`src/rtl/dmem_arbiter.sv`:
```
// dmem_arbiter: shares the single-port 2048x64 data memory between the memory stage (m)
// and the loader port (l), with a central bounds check and starvation protection for l.
module dmem_arbiter #(
   parameter int DEPTH      = 2048,
   parameter int ADDR_W     = 11,
   parameter int DATA_W     = 64,
   parameter int STARVE_MAX = 4
) (
   input  logic              clk,
   input  logic              rst_n,
   input  logic              m_req,
   input  logic              m_we,
   input  logic [63:0]       m_addr,
   input  logic [DATA_W-1:0] m_wdata,
   output logic              m_ack,
   output logic [DATA_W-1:0] m_rdata,
   output logic              m_err,
   input  logic              l_req,
   input  logic              l_we,
   input  logic [63:0]       l_addr,
   input  logic [DATA_W-1:0] l_wdata,
   output logic              l_ack,
   output logic [DATA_W-1:0] l_rdata,
   output logic              l_err,
   output logic              mem_en,
   output logic              mem_we,
   output logic [ADDR_W-1:0] mem_addr,
   output logic [DATA_W-1:0] mem_wdata,
   input  logic [DATA_W-1:0] mem_rdata,
   output logic              busy
);
   localparam int SW = $clog2(STARVE_MAX + 1);
   typedef enum logic [1:0] {IDLE, ISSUE, RESP, ERR} state_t;
   state_t              r_state, w_next;
   logic [SW-1:0]       r_starve;
   logic                r_sel, r_we;
   logic [ADDR_W-1:0]   r_addr;
   logic [DATA_W-1:0]   r_wdata;
   logic                w_req, w_gnt_l, w_oor, w_ack, w_err;
   logic [63:0]         w_addr;
   logic [DATA_W-1:0]   w_rd;
   assign w_req   = m_req | l_req;
   // l wins when alone, or when m has been granted STARVE_MAX times in a row while l waited
   assign w_gnt_l = l_req & (~m_req | (r_starve == SW'(STARVE_MAX)));
   assign w_addr  = w_gnt_l ? l_addr : m_addr;
   assign w_oor   = w_addr > 64'(DEPTH - 1);
   always_ff @(posedge clk) begin
      if (!rst_n) begin
         r_state  <= IDLE;
         r_starve <= '0;
         r_sel    <= 1'b0;
         r_we     <= 1'b0;
         r_addr   <= '0;
         r_wdata  <= '0;
      end else begin
         r_state <= w_next;
         if (r_state == IDLE) begin
            r_starve <= (!l_req || w_gnt_l) ? '0 :
                        (r_starve == SW'(STARVE_MAX)) ? r_starve : r_starve + SW'(1);
            if (w_req) begin
               r_sel   <= w_gnt_l;
               r_we    <= w_gnt_l ? l_we : m_we;
               r_addr  <= w_addr[ADDR_W-1:0];
               r_wdata <= w_gnt_l ? l_wdata : m_wdata;
            end
         end
      end
   end
   // outputs are gated by rst_n so nothing reaches memory or the requesters during reset
   always_comb begin
      w_next = IDLE;
      if (r_state == IDLE && w_req) w_next = w_oor ? ERR : ISSUE;
      else if (r_state == ISSUE) w_next = RESP;
      w_ack     = rst_n & (r_state == RESP || r_state == ERR);
      w_err     = rst_n & (r_state == ERR);
      w_rd      = (rst_n && r_state == RESP && !r_we) ? mem_rdata : '0;
      m_ack     = w_ack & ~r_sel;
      l_ack     = w_ack & r_sel;
      m_err     = w_err & ~r_sel;
      l_err     = w_err & r_sel;
      m_rdata   = r_sel ? '0 : w_rd;
      l_rdata   = r_sel ? w_rd : '0;
      mem_en    = rst_n & (r_state == ISSUE);
      mem_we    = mem_en & r_we;
      mem_addr  = r_addr;
      mem_wdata = r_wdata;
      busy      = rst_n & (r_state != IDLE);
   end
endmodule
```
`config.mk`:
```
export PLATFORM = sky130hd
export DESIGN_NAME = dmem_arbiter
export DESIGN_NICKNAME = d
export VERILOG_FILES = /design/src/rtl/dmem_arbiter.sv
export SDC_FILE = /design/constraint.sdc
export NUM_CORES = 1
export LEC_CHECK = 0
export ABC_AREA = 0
export BUFFER_PORTS_ARGS = -buffer_cell sky130_fd_sc_hd__buf_2
export CORE_AREA = 5 5 203 205
export CTS_CLUSTER_SIZE = 30
export DETAILED_ROUTE_END_ITERATION = 8
export DIE_AREA = 0 0 208 210
export GPL_ROUTABILITY_DRIVEN = 0
export GPL_TIMING_DRIVEN = 0
export PLACE_DENSITY_LB_ADDON = 0.05
export SLEW_MARGIN = 40
export SYNTH_ARGS = -nofsm -noshare
export SYNTH_HDL_FRONTEND = slang
export SYNTH_SLANG_ARGS = --single-unit
```
`constraint.sdc`:
```
create_clock -name clk -period 2.95 [get_ports clk]
set_input_delay 0.295 -clock clk [delete_from_list [all_inputs] [get_ports clk]]
set_output_delay 0.295 -clock clk [all_outputs]
set_load 0.01 [all_outputs]
```
* Word-level counts from Yosys, hierarchy flattened *
Index checks and enable logic that the tools add are counted.

storage, ports and cells
  output and inout port bits = 210
  memories = 0
  bits of input ports = 326
  RAM bits = 0
  bits in latches = 0
  word-level logic and storage cells = 49
  memory bits (read-only) = 0
  flip-flop bits (word level) = 82

operators by class
  multipliers = 0
  bitwise gates (word level) = 14
  $lt $le $gt $ge = 1
  multiplexer cells = 11
  divide/modulo/power cells = 0
  equality and inequality tests = 5
  reduce and logical (&&, ||, !) cells = 11
  shift operators = 0
  $add $sub $neg = 1

operators by type and width
  kind                                                             count
  2-to-1 mux 64 bit                                                5
  greater-than comparator 64 x 11 -> 1 bit, second input constant  1
  bitwise AND 1 bit                                                10
  2-to-1 mux 2 bit                                                 3
  2-to-1 mux 3 bit                                                 2
  == test 2 bit, second input constant                             2
  AND reduction 2 bit                                              2
  adder 3 x 1 -> 3 bit, second input constant                      1
  == test 3 bit, second input constant                             1
  logical AND 1 bit                                                3
  == test 2 x 1 -> 1 bit, second input constant                    1
  zero test 1 bit                                                  2
  zero test 2 bit                                                  1
  logical OR 1 bit                                                 2
  inequality test 2 bit, second input constant                     1
  inverter 1 bit                                                   2
  bitwise OR 1 bit                                                 2
  nonzero test 2 bit                                               1
  2-to-1 mux 1 bit                                                 1

* Depth between registers and ports, before layout *
  depth in word-level cells = 7
  depth in mapped cells = 8
  depth with buffers taken out = 6

* Worst setup path after synthesis *
Ideal clock, no wire load.

  path kind = flip-flop to flip-flop
  from = register r_starve[0]
  to = register r_addr[4] (netlist: mem_addr[4])
  clock period less this slack = 1.627 ns
  required time = 2.861 ns
  path buffers = 2
  cell stages (with the launch flop) = 9
  data arrival time = 1.538 ns
  library setup time = 0.089 ns
  path slack = 1.323 ns
  path through = dfxtp_1 inv_1 ha_1 a21bo_2 nand2_1 buf_4 buf_2 nand2_1 a311oi_2

on the way
  longest elaborated chain between the ends = 4

ends and longest elaborated chain
  what                    RTL line  text
  from (decl)             35        logic [SW-1:0] r_starve;
  from (signal assigned)  58        r_starve <= (!l_req || w_gnt_l) ? '0 :
  == test 3 bit           44        assign w_gnt_l = l_req & (~m_req | (r_starve == SW'(STARVE_MAX)));
  bitwise OR 1 bit        44
  bitwise AND 1 bit       44
  2-to-1 mux 64 bit       45        assign w_addr = w_gnt_l ? l_addr : m_addr;
  to (signal assigned)    63        r_addr <= w_addr[ADDR_W-1:0];
  to (decl)               37        logic [ADDR_W-1:0] r_addr;

No other way between the ends.
A chain may end at the register's enable or synchronous reset.

* Worst setup path in the final report *
  from = register r_sel
  to = output l_rdata[9]

on the way
  longest elaborated chain between the ends = 1

ends and longest elaborated chain
  what                    RTL line  text
  from (decl)             36        logic r_sel, r_we;
  from (signal assigned)  61        r_sel <= w_gnt_l;
  2-to-1 mux 64 bit       82        l_rdata = r_sel ? w_rd : '0;
  to (decl)               23        output logic [DATA_W-1:0] l_rdata,

No other way between the ends.

==> impl_metrics.ini <==
[status]
status = completed

[synth]
synth_area_leaders = dfxtp_1 (32%), a311oi_2 (20%), and2_1 (16%)
synth_warnings = 0
synth-edff-count = 0
syn_area_um2 = 5190
ys_types = 34
synthFlopType = dfxtp_1
yosysSeqAreaShare_pct = 31.6
synth-seq-cells = 82
yosys.area.top_type_share_pct = 31.6
yosysMostFrequentCell = nand2_1
netlist_top_cells_count = nand2_1 (155), and2_1 (132), nor2_1 (84), dfxtp_1 (82), a311oi_2 (70)
avgSynthCellArea_um2 = 8.13
synth_top_cell_by_area = dfxtp_1
synth_nets = 967
synth_cells = 639
synthArstFlopShare_pct = 0

[setup_path]
reg2reg_to = mem_wdata[46]$_SDFFE_PN0P_
ff2ff_path_depth = 7
cp.arrival_ns = 2.18
cp_max_fo = 10
start_kind = register
critPathKind = reg2out
reg2reg_from = r_starve[0]$_SDFFE_PN0P_
critPathLaunch = r_sel$_SDFFE_PN0P_
critPathRequiredTime_ns = 2.65
end_kind = output pin
r2r_setup_slack_ns = 0.83

[sta]
hold_ws_ns = 0.209
fmax_mhz = 404
tightest_slew_ns = 0.815
finalCritPeriodShare_pct = 83.8
clock_skew_ns = 0.00680
finalHoldViolCount = 0
period_minus_slack_ns = 2.47
relSlewSlack_pct = 45.7
setup_tns_ns = 0
rsz0062_at_grt = false
final-setup-viol-count = 0
report.final.slew_viol_count = 0
fin_ws_ns = 0.477

[cells_and_area]
nNetsFinal = 1513
area_delta_synth_final_pct = 70.9
drive_above_1_share_pct = 55.5
stdcell_area_um2 = 8880

[cts]
cts-resized-gates = 0
cts_setup_buffers = 0
cts_tree = done
cts_sinks = 82
htree_levels = 3
hold_buffers = 0
clk_latency_ns = 0.35
cts.clk_slew.worst_paths_ns = 0.06
cts_buffers = 9
cts_max_path_buffers = 2
root_buffer = clkbuf_16

[route]
drcViolationCount = 0
drtPass1Iterations = 4
routedWlPerCell_um = 19.8
drt_first_iter_violations = 210
via_per_inst = 3.88
vias = 6695
wirelength_mm = 34.2
antenna_left = 0

[floorplanning]
start_util_pct = 13.2
dieArea_um2 = 43700
io_pins = 536
rows = 73
die_x_um = 208
die_height_um = 210
core_um2 = 39300

[grt]
grt_max_degree = 13
grt_use_total_pct = 14.6
grt_pass1_wl_mm = 48.2
antenna_found_initial = 23
overflow = 0
busiest_layer = met2
grt_use_met1_pct = 15.3
met2_usage_pct = 27.6
grt_pass1_vias = 7151
grt_use_met3_pct = 4.87

[hold_path]
hold_end = mem_wdata[37]$_SDFFE_PN0P_
min_from = l_wdata[37]
min_path_type = in2reg
hold_depth = 3

[power]
leakagePower_uw = 0.00454
peakVddDrop_mv = 0.217
power-per-cell-area_nw_per_um2 = 450

[placed_design]
pre_cts_ws_ns = 0.708
post_dp_cell_area_um2 = 8530
post-dp-hpwl_mm = 29.4
port_buffers = 535

[flow_run]
drv_cap = 0
layout by cell type, fill, tap and decap left out, types with 6 or more instances in the layout:
master,count
a311oi_1,6
and2_1,132
nor4_1,22
a311oi_2,70
clkbuf_1,22
diode_2,12
buf_6,9
nand4_1,7
dfxtp_1,82
clkbuf_2,7
clkbuf_16,9
buf_2,551
nor2_1,84
nand2_1,155
state kept, by name, summed over array words and instances (netlist names):
register / count
mem_addr: 11
r_we: 1
r_state: 2
r_starve: 3
r_sel: 1
mem_wdata: 64
worst max-delay path: stages, from the launching register on:
cell      delay [ns]
dfxtp_1         0.48
and3_1          0.29
nor3b_4         0.46
clkbuf_2        0.30
and2_1          0.16
buf_2           0.13
cell families (layout without fill, tap and decap cells):
| group | count (synthesis) | count (layout) | share of synthesized area, % |
|---|---|---|---|
| simple gates | 413 | 413 | 39.1 |
| compound gates | 82 | 82 | 22.2 |
| flops | 82 | 82 | 31.6 |
| buf+inv | 57 | 608 | 6.02 |
| fa+ha+maj | 2 | 2 | 0.482 |
| xor+xnor | 2 | 2 | 0.337 |
| mux | 1 | 1 | 0.193 |
| other cells | 0 | 12 | 0 |
where the power goes:
part           switching [µW]  internal [µW]
logic                     784            601
registers                95.3           1270
clock network             489            751
total                    1370           2620
how the worst max path moves through the flow:
stage                                to  cells after the start
2_1_floorplan  mem_addr[4]$_SDFFE_PN0P_                      8
3_3_place_gp                l_rdata[44]                      5
3_5_place_dp                l_rdata[44]                      5
4_1_cts                     l_rdata[44]                      5
5_1_grt                     l_rdata[44]                      5
6_report                     l_rdata[9]                      5
per-layer routing:
metal	wire [µm]	part of all wire (%)
met3	2590	7.6
met4	799	2.3
met2	18100	53
met1	12600	37
met5	69	0.20
cell type report:
type / instances / area, µm²
Clock buffer: 15 / 288
Clock inverter: 1 / 30.0
Timing Repair Buffer: 535 / 2680
Antenna cell: 12 / 30.0
Tap cell: 525 / 657
Buffer: 53 / 299
Sequential cell: 82 / 1640
Multi-Input combinational cell: 500 / 3240
Fill cell: 4539 / 30400
Inverter: 4 / 15.0
metrics by stage:
step	power (µW)	std cells	utilization, %
finish	3990	1727	22.6
global route	4260	1724	22.6
CTS	4110	1715	22.5
detailed placement	2810	1699	21.7
global placement	2830	1699	21.7
floorplan	2130	639	-
No activity file was read; power rests on OpenSTA's default activity.
